[config.mk]
export PLATFORM = sky130hd
export DESIGN_NAME = dsdc_control_flat
export DESIGN_NICKNAME = d
export VERILOG_FILES = /design/src/rtl/dsdc_control_if.sv /design/src/rtl/dsdc_control.sv /design/src/flat_wrapper.sv
export SDC_FILE = /design/constraint.sdc
export NUM_CORES = 1
export LEC_CHECK = 0
export ABC_AREA = 1
export ABC_CLOCK_PERIOD_IN_PS = 1500
export CAP_MARGIN = 15
export CORE_ASPECT_RATIO = 0.6
export CORE_MARGIN = 10
export CORE_UTILIZATION = 45
export DETAILED_ROUTE_END_ITERATION = 8
export HOLD_SLACK_MARGIN = 0.03
export PLACE_DENSITY = 0.74
export SLEW_MARGIN = 20
export SYNTH_ARGS = -nofsm -noshare
export SYNTH_HDL_FRONTEND = slang
export SYNTH_SLANG_ARGS = --single-unit
[constraint.sdc]
create_clock -name clk -period 1.5 [get_ports clk]
set_input_delay 0.15 -clock clk [delete_from_list [all_inputs] [get_ports clk]]
set_output_delay 0.15 -clock clk [all_outputs]
set_load 0.005 [all_outputs]
[src/rtl/dsdc_control_if.sv]
// ---------------------------------------------------------------------------
// dsdc_control_if
//   Handshake bundle between the decrypt/decompress sequencer and its
//   surroundings (upstream source, decryption core, decompression core,
//   downstream sink, and the error/status observer).
//
//   master : environment side. It drives key_config, in_valid, decry_done,
//            decomp_rdy, decomp_done, decomp_last, out_rcvd and clear_err.
//   slave  : controller side. It drives rdy, valid_to_decry, valid_to_decomp,
//            decomp_hold, out_valid, stall, error, error_code, words_in and
//            words_out.
// ---------------------------------------------------------------------------
interface dsdc_control_if #(
  parameter int CNT_W = 16
);
  logic             key_config;
  logic             in_valid;
  logic             rdy;
  logic             valid_to_decry;
  logic             decry_done;
  logic             valid_to_decomp;
  logic             decomp_rdy;
  logic             decomp_done;
  logic             decomp_last;
  logic             decomp_hold;
  logic             out_valid;
  logic             out_rcvd;
  logic             stall;
  logic             error;
  logic [7:0]       error_code;
  logic             clear_err;
  logic [CNT_W-1:0] words_in;
  logic [CNT_W-1:0] words_out;

  modport master (
    output key_config, in_valid, decry_done, decomp_rdy, decomp_done,
           decomp_last, out_rcvd, clear_err,
    input  rdy, valid_to_decry, valid_to_decomp, decomp_hold, out_valid,
           stall, error, error_code, words_in, words_out
  );

  modport slave (
    input  key_config, in_valid, decry_done, decomp_rdy, decomp_done,
           decomp_last, out_rcvd, clear_err,
    output rdy, valid_to_decry, valid_to_decomp, decomp_hold, out_valid,
           stall, error, error_code, words_in, words_out
  );
endinterface

[src/rtl/dsdc_control.sv]
// ---------------------------------------------------------------------------
// dsdc_control
//   Sequencer for one encrypted 64-bit word at a time. The word is accepted
//   in IDLE, handed to the decryption core (DECRYPT, watchdog-timed), offered
//   to the decompression core (FEED), and the decompressed output words are
//   delivered downstream one by one (DRAIN) until the word flagged last is
//   taken. Protocol violations park the block in ERR until clear_err.
//
//   Ports
//     clk  : single clock, all state on the rising edge
//     rst  : synchronous, active-high reset
//     bus  : dsdc_control_if.slave handshake/status bundle
//   Parameters
//     TIMEOUT : cycles allowed in DECRYPT before a timeout error
//     CNT_W   : width of the saturating word counters
// ---------------------------------------------------------------------------
module dsdc_control #(
  parameter int TIMEOUT = 64,
  parameter int CNT_W   = 16
) (
  input  logic           clk,
  input  logic           rst,
  dsdc_control_if.slave  bus
);
  localparam int         TMR_W        = $clog2(TIMEOUT + 1);
  localparam logic [7:0] ERR_PROTOCOL = 8'h01;
  localparam logic [7:0] ERR_TIMEOUT  = 8'h02;
  localparam logic [7:0] ERR_OVERRUN  = 8'h03;

  typedef enum logic [2:0] {IDLE, KEYCFG, DECRYPT, FEED, DRAIN, ERR} state_t;

  state_t           state_reg, state_next;
  logic [TMR_W-1:0] timer_reg, timer_next;
  logic             out_valid_reg, out_valid_next;
  logic             last_reg, last_next;          // current output word is the final one
  logic [7:0]       error_code_reg, error_code_next;
  logic [CNT_W-1:0] words_in_reg, words_in_next;
  logic [CNT_W-1:0] words_out_reg, words_out_next;

  logic       accept;
  logic       retire;
  logic       err_hit;
  logic [7:0] err_code;
  logic       error_w;

  assign accept  = (state_reg == IDLE) && bus.in_valid && !bus.key_config;
  assign retire  = out_valid_reg && bus.out_rcvd;
  assign error_w = (state_reg == ERR);

  always_ff @(posedge clk) begin
    if (rst) begin
      state_reg      <= IDLE;
      timer_reg      <= '0;
      out_valid_reg  <= 1'b0;
      last_reg       <= 1'b0;
      error_code_reg <= 8'h00;
      words_in_reg   <= '0;
      words_out_reg  <= '0;
    end else begin
      state_reg      <= state_next;
      timer_reg      <= timer_next;
      out_valid_reg  <= out_valid_next;
      last_reg       <= last_next;
      error_code_reg <= error_code_next;
      words_in_reg   <= words_in_next;
      words_out_reg  <= words_out_next;
    end
  end

  always_comb begin
    state_next      = state_reg;
    timer_next      = timer_reg;
    out_valid_next  = out_valid_reg;
    last_next       = last_reg;
    error_code_next = error_code_reg;
    words_in_next   = words_in_reg;
    words_out_next  = words_out_reg;
    err_hit         = 1'b0;
    err_code        = 8'h00;

    // Counters stick at all-ones instead of wrapping.
    if (accept && (words_in_reg != '1))
      words_in_next = words_in_reg + CNT_W'(1);
    if (retire && (words_out_reg != '1))
      words_out_next = words_out_reg + CNT_W'(1);

    // Error checks are ordered so the lowest code wins when several fire.
    case (state_reg)
      IDLE: begin
        if (accept) begin
          state_next = DECRYPT;
          timer_next = '0;
        end
      end
      KEYCFG: begin
        if (!bus.key_config)
          state_next = IDLE;
      end
      DECRYPT: begin
        if (bus.in_valid) begin
          err_hit  = 1'b1;
          err_code = ERR_PROTOCOL;
        end else if (bus.decry_done) begin
          state_next = FEED;
        end else if (timer_reg == TMR_W'(TIMEOUT - 1)) begin
          // This is the TIMEOUT-th cycle spent here without a result.
          err_hit  = 1'b1;
          err_code = ERR_TIMEOUT;
        end else begin
          timer_next = timer_reg + TMR_W'(1);
        end
      end
      FEED: begin
        if (bus.in_valid) begin
          err_hit  = 1'b1;
          err_code = ERR_PROTOCOL;
        end else if (bus.decomp_rdy) begin
          state_next = DRAIN;
        end
      end
      DRAIN: begin
        if (bus.in_valid) begin
          err_hit  = 1'b1;
          err_code = ERR_PROTOCOL;
        end else if (bus.decomp_done && out_valid_reg && !bus.out_rcvd) begin
          err_hit  = 1'b1;
          err_code = ERR_OVERRUN;
        end else if (bus.decomp_done) begin
          // A new word may replace one being retired in the same cycle.
          out_valid_next = 1'b1;
          last_next      = bus.decomp_last;
        end else if (retire) begin
          out_valid_next = 1'b0;
          if (last_reg) begin
            last_next  = 1'b0;
            state_next = IDLE;
          end
        end
      end
      ERR: begin
        if (bus.clear_err)
          state_next = IDLE;
      end
      default: state_next = IDLE;
    endcase

    // Key configuration pre-empts everything except ERR and drops the
    // in-flight word without raising an error.
    if (bus.key_config && (state_reg != ERR)) begin
      state_next     = KEYCFG;
      out_valid_next = 1'b0;
      last_next      = 1'b0;
    end else if (err_hit) begin
      state_next      = ERR;
      error_code_next = err_code;
      out_valid_next  = 1'b0;
      last_next       = 1'b0;
    end
  end

  assign bus.rdy             = (state_reg == IDLE) && !bus.key_config;
  assign bus.valid_to_decry  = accept;
  assign bus.valid_to_decomp = (state_reg == FEED);
  assign bus.out_valid       = out_valid_reg;
  assign bus.decomp_hold     = out_valid_reg && !bus.out_rcvd;
  assign bus.error           = error_w;
  assign bus.stall           = bus.key_config || error_w;
  assign bus.error_code      = error_code_reg;
  assign bus.words_in        = words_in_reg;
  assign bus.words_out       = words_out_reg;
endmodule

[src/flat_wrapper.sv]
// flat-port wrapper written by rule: the top's interface ports become plain ports
module dsdc_control_flat 
#(
  parameter int TIMEOUT = 64,
  parameter int CNT_W   = 16
)
  (clk, rst, bus_key_config, bus_in_valid, bus_decry_done, bus_decomp_rdy, bus_decomp_done, bus_decomp_last, bus_out_rcvd, bus_clear_err, bus_rdy, bus_valid_to_decry, bus_valid_to_decomp, bus_decomp_hold, bus_out_valid, bus_stall, bus_error, bus_error_code, bus_words_in, bus_words_out);
  dsdc_control_if #(.CNT_W(CNT_W)) bus_i ();
  input  logic clk;
  input  logic rst;
  input wire logic [$bits(bus_i.key_config)-1:0] bus_key_config;
  input wire logic [$bits(bus_i.in_valid)-1:0] bus_in_valid;
  input wire logic [$bits(bus_i.decry_done)-1:0] bus_decry_done;
  input wire logic [$bits(bus_i.decomp_rdy)-1:0] bus_decomp_rdy;
  input wire logic [$bits(bus_i.decomp_done)-1:0] bus_decomp_done;
  input wire logic [$bits(bus_i.decomp_last)-1:0] bus_decomp_last;
  input wire logic [$bits(bus_i.out_rcvd)-1:0] bus_out_rcvd;
  input wire logic [$bits(bus_i.clear_err)-1:0] bus_clear_err;
  output wire logic [$bits(bus_i.rdy)-1:0] bus_rdy;
  output wire logic [$bits(bus_i.valid_to_decry)-1:0] bus_valid_to_decry;
  output wire logic [$bits(bus_i.valid_to_decomp)-1:0] bus_valid_to_decomp;
  output wire logic [$bits(bus_i.decomp_hold)-1:0] bus_decomp_hold;
  output wire logic [$bits(bus_i.out_valid)-1:0] bus_out_valid;
  output wire logic [$bits(bus_i.stall)-1:0] bus_stall;
  output wire logic [$bits(bus_i.error)-1:0] bus_error;
  output wire logic [$bits(bus_i.error_code)-1:0] bus_error_code;
  output wire logic [$bits(bus_i.words_in)-1:0] bus_words_in;
  output wire logic [$bits(bus_i.words_out)-1:0] bus_words_out;
  assign bus_i.key_config = bus_key_config;
  assign bus_i.in_valid = bus_in_valid;
  assign bus_i.decry_done = bus_decry_done;
  assign bus_i.decomp_rdy = bus_decomp_rdy;
  assign bus_i.decomp_done = bus_decomp_done;
  assign bus_i.decomp_last = bus_decomp_last;
  assign bus_i.out_rcvd = bus_out_rcvd;
  assign bus_i.clear_err = bus_clear_err;
  assign bus_rdy = bus_i.rdy;
  assign bus_valid_to_decry = bus_i.valid_to_decry;
  assign bus_valid_to_decomp = bus_i.valid_to_decomp;
  assign bus_decomp_hold = bus_i.decomp_hold;
  assign bus_out_valid = bus_i.out_valid;
  assign bus_stall = bus_i.stall;
  assign bus_error = bus_i.error;
  assign bus_error_code = bus_i.error_code;
  assign bus_words_in = bus_i.words_in;
  assign bus_words_out = bus_i.words_out;
  dsdc_control #(.TIMEOUT(TIMEOUT), .CNT_W(CNT_W)) u_core (.clk(clk), .rst(rst), .bus(bus_i));
endmodule
==> impl_metrics.xml <==
<?xml version="1.0" encoding="UTF-8"?>
<metrics>
  <group name="timing">
    <metric name="report.final.slew_viol_count" unit="">0</metric>
    <metric name="finalCriticalPeriod" unit="ns">1.500</metric>
    <metric name="max_clock_freq" unit="MHz">666.7</metric>
    <metric name="period_share" unit="">0.9999</metric>
    <metric name="report.final.hold_viol_count" unit="">0</metric>
    <metric name="clock-skew-final" unit="ns">0.009669</metric>
    <metric name="report.final.setup_viol" unit="">0</metric>
    <metric name="rsz0062_at_grt" unit="">yes</metric>
  </group>
  <group name="yosys">
    <metric name="synth_edf_count" unit="">0</metric>
    <metric name="synth_compound_gate_area_share" unit="">0.09752</metric>
    <metric name="synthesis.area_per_instance" unit="sq um">6.287</metric>
    <metric name="synthesis_stage_register_bit_count" unit="">46</metric>
    <metric name="synth_top_family_by_area" unit="">simple AND/OR/NAND/NOR gates</metric>
    <metric name="synth_mux_area_frac" unit="">0</metric>
    <metric name="synth_xor_xnor_area_share" unit="">0.07757</metric>
    <metric name="netlist_instances" unit="">449</metric>
    <metric name="distinct_cell_type_count_of_the_synthesized_netlist" unit="">29</metric>
    <metric name="postSynth.asyncResetShare" unit="">0</metric>
    <metric name="netlist_area" unit="sq um">2823</metric>
    <metric name="post_synth_and_or_nand_nor_area_fraction" unit="">0.3879</metric>
    <metric name="sequential_cell_area_fraction_in_the_yosys_report" unit="">0.3262</metric>
    <metric name="synth_flop_cell" unit="">sky130_fd_sc_hd__dfxtp_1</metric>
    <metric name="yosysWarnings" unit="">0</metric>
    <metric name="post_synth_fa_ha_maj_area_fraction" unit="">0.01330</metric>
  </group>
  <group name="worst_setup_path">
    <metric name="cp_max_fo" unit="">16</metric>
    <metric name="timing.rr.start" unit="">u_core.bus.words_in[1]</metric>
    <metric name="path_class" unit="">reg2reg</metric>
    <metric name="crit_path_start_kind" unit="">register</metric>
    <metric name="critical_path.reg2reg.endpoint" unit="">u_core.bus.words_in[11]</metric>
    <metric name="cp.arrival" unit="ns">1.70</metric>
    <metric name="ff2ff_setup_slack" unit="ns">0.00009</metric>
    <metric name="worstPathRequired" unit="ns">1.70</metric>
    <metric name="r2r_cells" unit="">8</metric>
    <metric name="critical_path.endpoint_type" unit="">register</metric>
  </group>
  <group name="global_routing">
    <metric name="antenna_found_initial" unit="">0</metric>
    <metric name="grt_overflow_total" unit="">0</metric>
    <metric name="largest_net_degree_at_the_start_of_global_routing" unit="">31</metric>
    <metric name="grt_first_pass_wirelength" unit="microns">14630</metric>
    <metric name="number_of_global_route_vias_before_repair" unit="">3115</metric>
    <metric name="grt_use_total" unit="">0.1791</metric>
  </group>
  <group name="cts">
    <metric name="worst_skew_pair_latency" unit="ns">0.30</metric>
    <metric name="htree_levels" unit="">2</metric>
    <metric name="clk_transition_reported_paths" unit="ns">0.09</metric>
    <metric name="cts_tree" unit="">yes</metric>
    <metric name="clock-sinks" unit="">46</metric>
    <metric name="cts.path.max_buffers" unit="">2</metric>
    <metric name="hold_bufs_at_cts" unit="">0</metric>
    <metric name="clockRootBuffer" unit="">sky130_fd_sc_hd__clkbuf_8</metric>
    <metric name="numCtsBuffers" unit="">5</metric>
  </group>
  <group name="route">
    <metric name="drt_first_pass_iters" unit="">5</metric>
    <metric name="routed_wire_length" unit="microns">9621</metric>
    <metric name="routed_wire_length_per_instance" unit="microns">14.51</metric>
    <metric name="drc_errors" unit="">0</metric>
    <metric name="route.antenna.remaining_nets" unit="">0</metric>
    <metric name="detail_route.iter0.violations" unit="">256</metric>
    <metric name="vias" unit="">3334</metric>
    <metric name="vias_per_cell" unit="">5.029</metric>
  </group>
  <group name="floorplanning">
    <metric name="chipWidth" unit="microns">122.2</metric>
    <metric name="die-area" unit="sq um">9945</metric>
    <metric name="io_pins" unit="">57</metric>
    <metric name="core_region_area" unit="sq um">6111</metric>
    <metric name="effective_utilization_at_floorplan" unit="">0.4619</metric>
    <metric name="num_rows" unit="">22</metric>
    <metric name="die_h" unit="microns">81.35</metric>
  </group>
  <group name="final_layout">
    <metric name="area_growth_syn_to_layout" unit="%">57.09</metric>
    <metric name="most-common-layout-cells" unit="">sky130_fd_sc_hd__nand2_1, sky130_fd_sc_hd__buf_4, sky130_fd_sc_hd__nor2_1</metric>
    <metric name="post-route-util" unit="">0.7256</metric>
    <metric name="layout-drive-gt1-share" unit="">0.2867</metric>
    <metric name="antenna_cells" unit="">0</metric>
    <metric name="mostFrequentLayoutCell" unit="">sky130_fd_sc_hd__nand2_1</metric>
    <metric name="finish.net_count" unit="">592</metric>
    <metric name="instances_no_fill" unit="">663</metric>
  </group>
  <group name="min_path">
    <metric name="min_from" unit="">bus_decomp_last</metric>
    <metric name="whs_endpoint" unit="">u_core.last_reg</metric>
    <metric name="worst_hold_path_cell_count" unit="">3</metric>
    <metric name="hold_path_class" unit="">in2reg</metric>
  </group>
  <group name="placement">
    <metric name="portBuffers" unit="">50</metric>
    <metric name="placed_cells_incl_taps" unit="">646</metric>
    <metric name="detailedPlacementHpwl" unit="microns">6700</metric>
    <metric name="place.gp.congestion" unit="">0.9042</metric>
  </group>
  <group name="outcome">
    <metric name="outcome" unit="">finished, final reports clean</metric>
  </group>
  <group name="pwr">
    <metric name="power_leakage" unit="nW">1.944</metric>
    <metric name="max-vdd-ir-drop" unit="mV">0.4015</metric>
    <metric name="cellPowerDensity" unit="nW/um^2">663.3</metric>
  </group>
  <group name="job">
    <metric name="max_cap_violations" unit="">0</metric>
  </group>
</metrics>
[synth_stat cells, types with 2 or more instances]
| master | n | share of area |
|---|---|---|
| sky130_fd_sc_hd__nor2_1 | 72 | 0.096 |
| sky130_fd_sc_hd__dfxtp_1 | 46 | 0.33 |
| sky130_fd_sc_hd__inv_1 | 39 | 0.052 |
| sky130_fd_sc_hd__nand2_1 | 141 | 0.19 |
| sky130_fd_sc_hd__buf_2 | 2 | 0.0035 |
| sky130_fd_sc_hd__nand3_1 | 31 | 0.055 |
| sky130_fd_sc_hd__nand4_1 | 4 | 0.0089 |
| sky130_fd_sc_hd__o21ai_0 | 8 | 0.014 |
| sky130_fd_sc_hd__a21oi_1 | 35 | 0.062 |
| sky130_fd_sc_hd__a21oi_2 | 3 | 0.0093 |
| sky130_fd_sc_hd__nor3_1 | 6 | 0.011 |
| sky130_fd_sc_hd__o21ai_1 | 5 | 0.0089 |
| sky130_fd_sc_hd__buf_6 | 2 | 0.0080 |
| sky130_fd_sc_hd__clkbuf_1 | 4 | 0.0053 |
| sky130_fd_sc_hd__xor2_1 | 14 | 0.043 |
| sky130_fd_sc_hd__ha_1 | 3 | 0.013 |
| sky130_fd_sc_hd__buf_4 | 8 | 0.021 |
| sky130_fd_sc_hd__nand2_2 | 3 | 0.0066 |
| sky130_fd_sc_hd__inv_2 | 2 | 0.0027 |
| sky130_fd_sc_hd__xnor2_1 | 11 | 0.034 |
| sky130_fd_sc_hd__nor2_4 | 2 | 0.0080 |
[area by class of cell]
| type | count | area, sq um |
|---|---|---|
| Sequential cell | 46 | 952.2 |
| Fill cell | 487 | 1677 |
| Timing Repair Buffer | 133 | 1189 |
| Multi-Input combinational cell | 350 | 1912 |
| Clock inverter | 1 | 30.03 |
| Tap cell | 84 | 105.1 |
| Inverter | 43 | 163.9 |
| Clock buffer | 6 | 82.58 |
[how the worst max path moves through the flow]
stage	start	end	slack (ns)	depth (start not counted)
after floorplan	u_core.bus.words_in[0]	u_core.bus.words_in[8]	0.02	9
after detailed placement	bus_in_valid	u_core.bus.words_in[11]	-0.17	9
after global placement	bus_in_valid	u_core.bus.words_in[11]	-0.13	9
after global routing	u_core.bus.words_in[1]	u_core.bus.words_in[11]	-0.07	9
after CTS	u_core.timer_reg[1]	u_core.bus.error_code[1]	-0.02	10
final	u_core.bus.words_in[1]	u_core.bus.words_in[11]	0.00009	8
[cells by family (layout without fill, tap and decap cells)]
kind of cell | after synthesis | count (layout)
AND/OR/NAND/NOR | 263 | 264
buffers and inverters | 59 | 183
AO/OA/AOI/OAI | 52 | 52
flip-flops | 46 | 46
XOR/XNOR | 25 | 25
adder cells (fa/ha/maj) | 3 | 3
other | 1 | 6
[layer usage]
metal	global-route usage	wire, microns	part of all wire	up-vias
met1	0.2411	4286	0.45	1546
met4	0.02810	20	0.0021	0
li1	-	-	-	1655
met2	0.2864	4409	0.46	129
met5	0	0	0	-
met3	0.04848	904	0.094	4
[metrics by stage]
stage                     hold WS (ns)  cell area (sq um)  TNS [ns]  power, W  worst slack, ns
after floorplan                 0.2936               2903         0  0.001650          0.01624
after global placement          0.4526               3969    -2.019  0.001845          -0.1251
after detailed placement        0.4689               3969    -2.791  0.001857          -0.1684
after CTS                       0.4137               4168  -0.02336  0.002844         -0.02336
after global routing            0.4430               4434   -0.5722  0.003078         -0.06861
final                           0.4283               4434         0  0.002941       0.00008948
[timing repair]
item / 4_1_cts / 5_1_grt
setup buffers: 5 / 3
resized for setup: 25 / 62
pin swaps: 5 / 14
endpoints found under the setup margin: 38 / 51
cloned: 1 / 1
[worst max-delay path, cell delays in order, from the launching register on]
cell and delay [ns]:
sky130_fd_sc_hd__dfxtp_4 0.37, sky130_fd_sc_hd__ha_4 0.15, sky130_fd_sc_hd__nand3_4 0.09, sky130_fd_sc_hd__nor3_4 0.20
sky130_fd_sc_hd__nand3_2 0.13, sky130_fd_sc_hd__nand2_4 0.14, sky130_fd_sc_hd__inv_4 0.11, sky130_fd_sc_hd__a21oi_1 0.16
sky130_fd_sc_hd__nor2_1 0.06
[power breakdown]
part	internal, W	switching [W]
logic	0.000291	0.000388
clock network	0.000534	0.000427
registers	0.00126	0.0000405
total	0.00208	0.000856
Note: power is estimated with default switching activity, not from simulation.
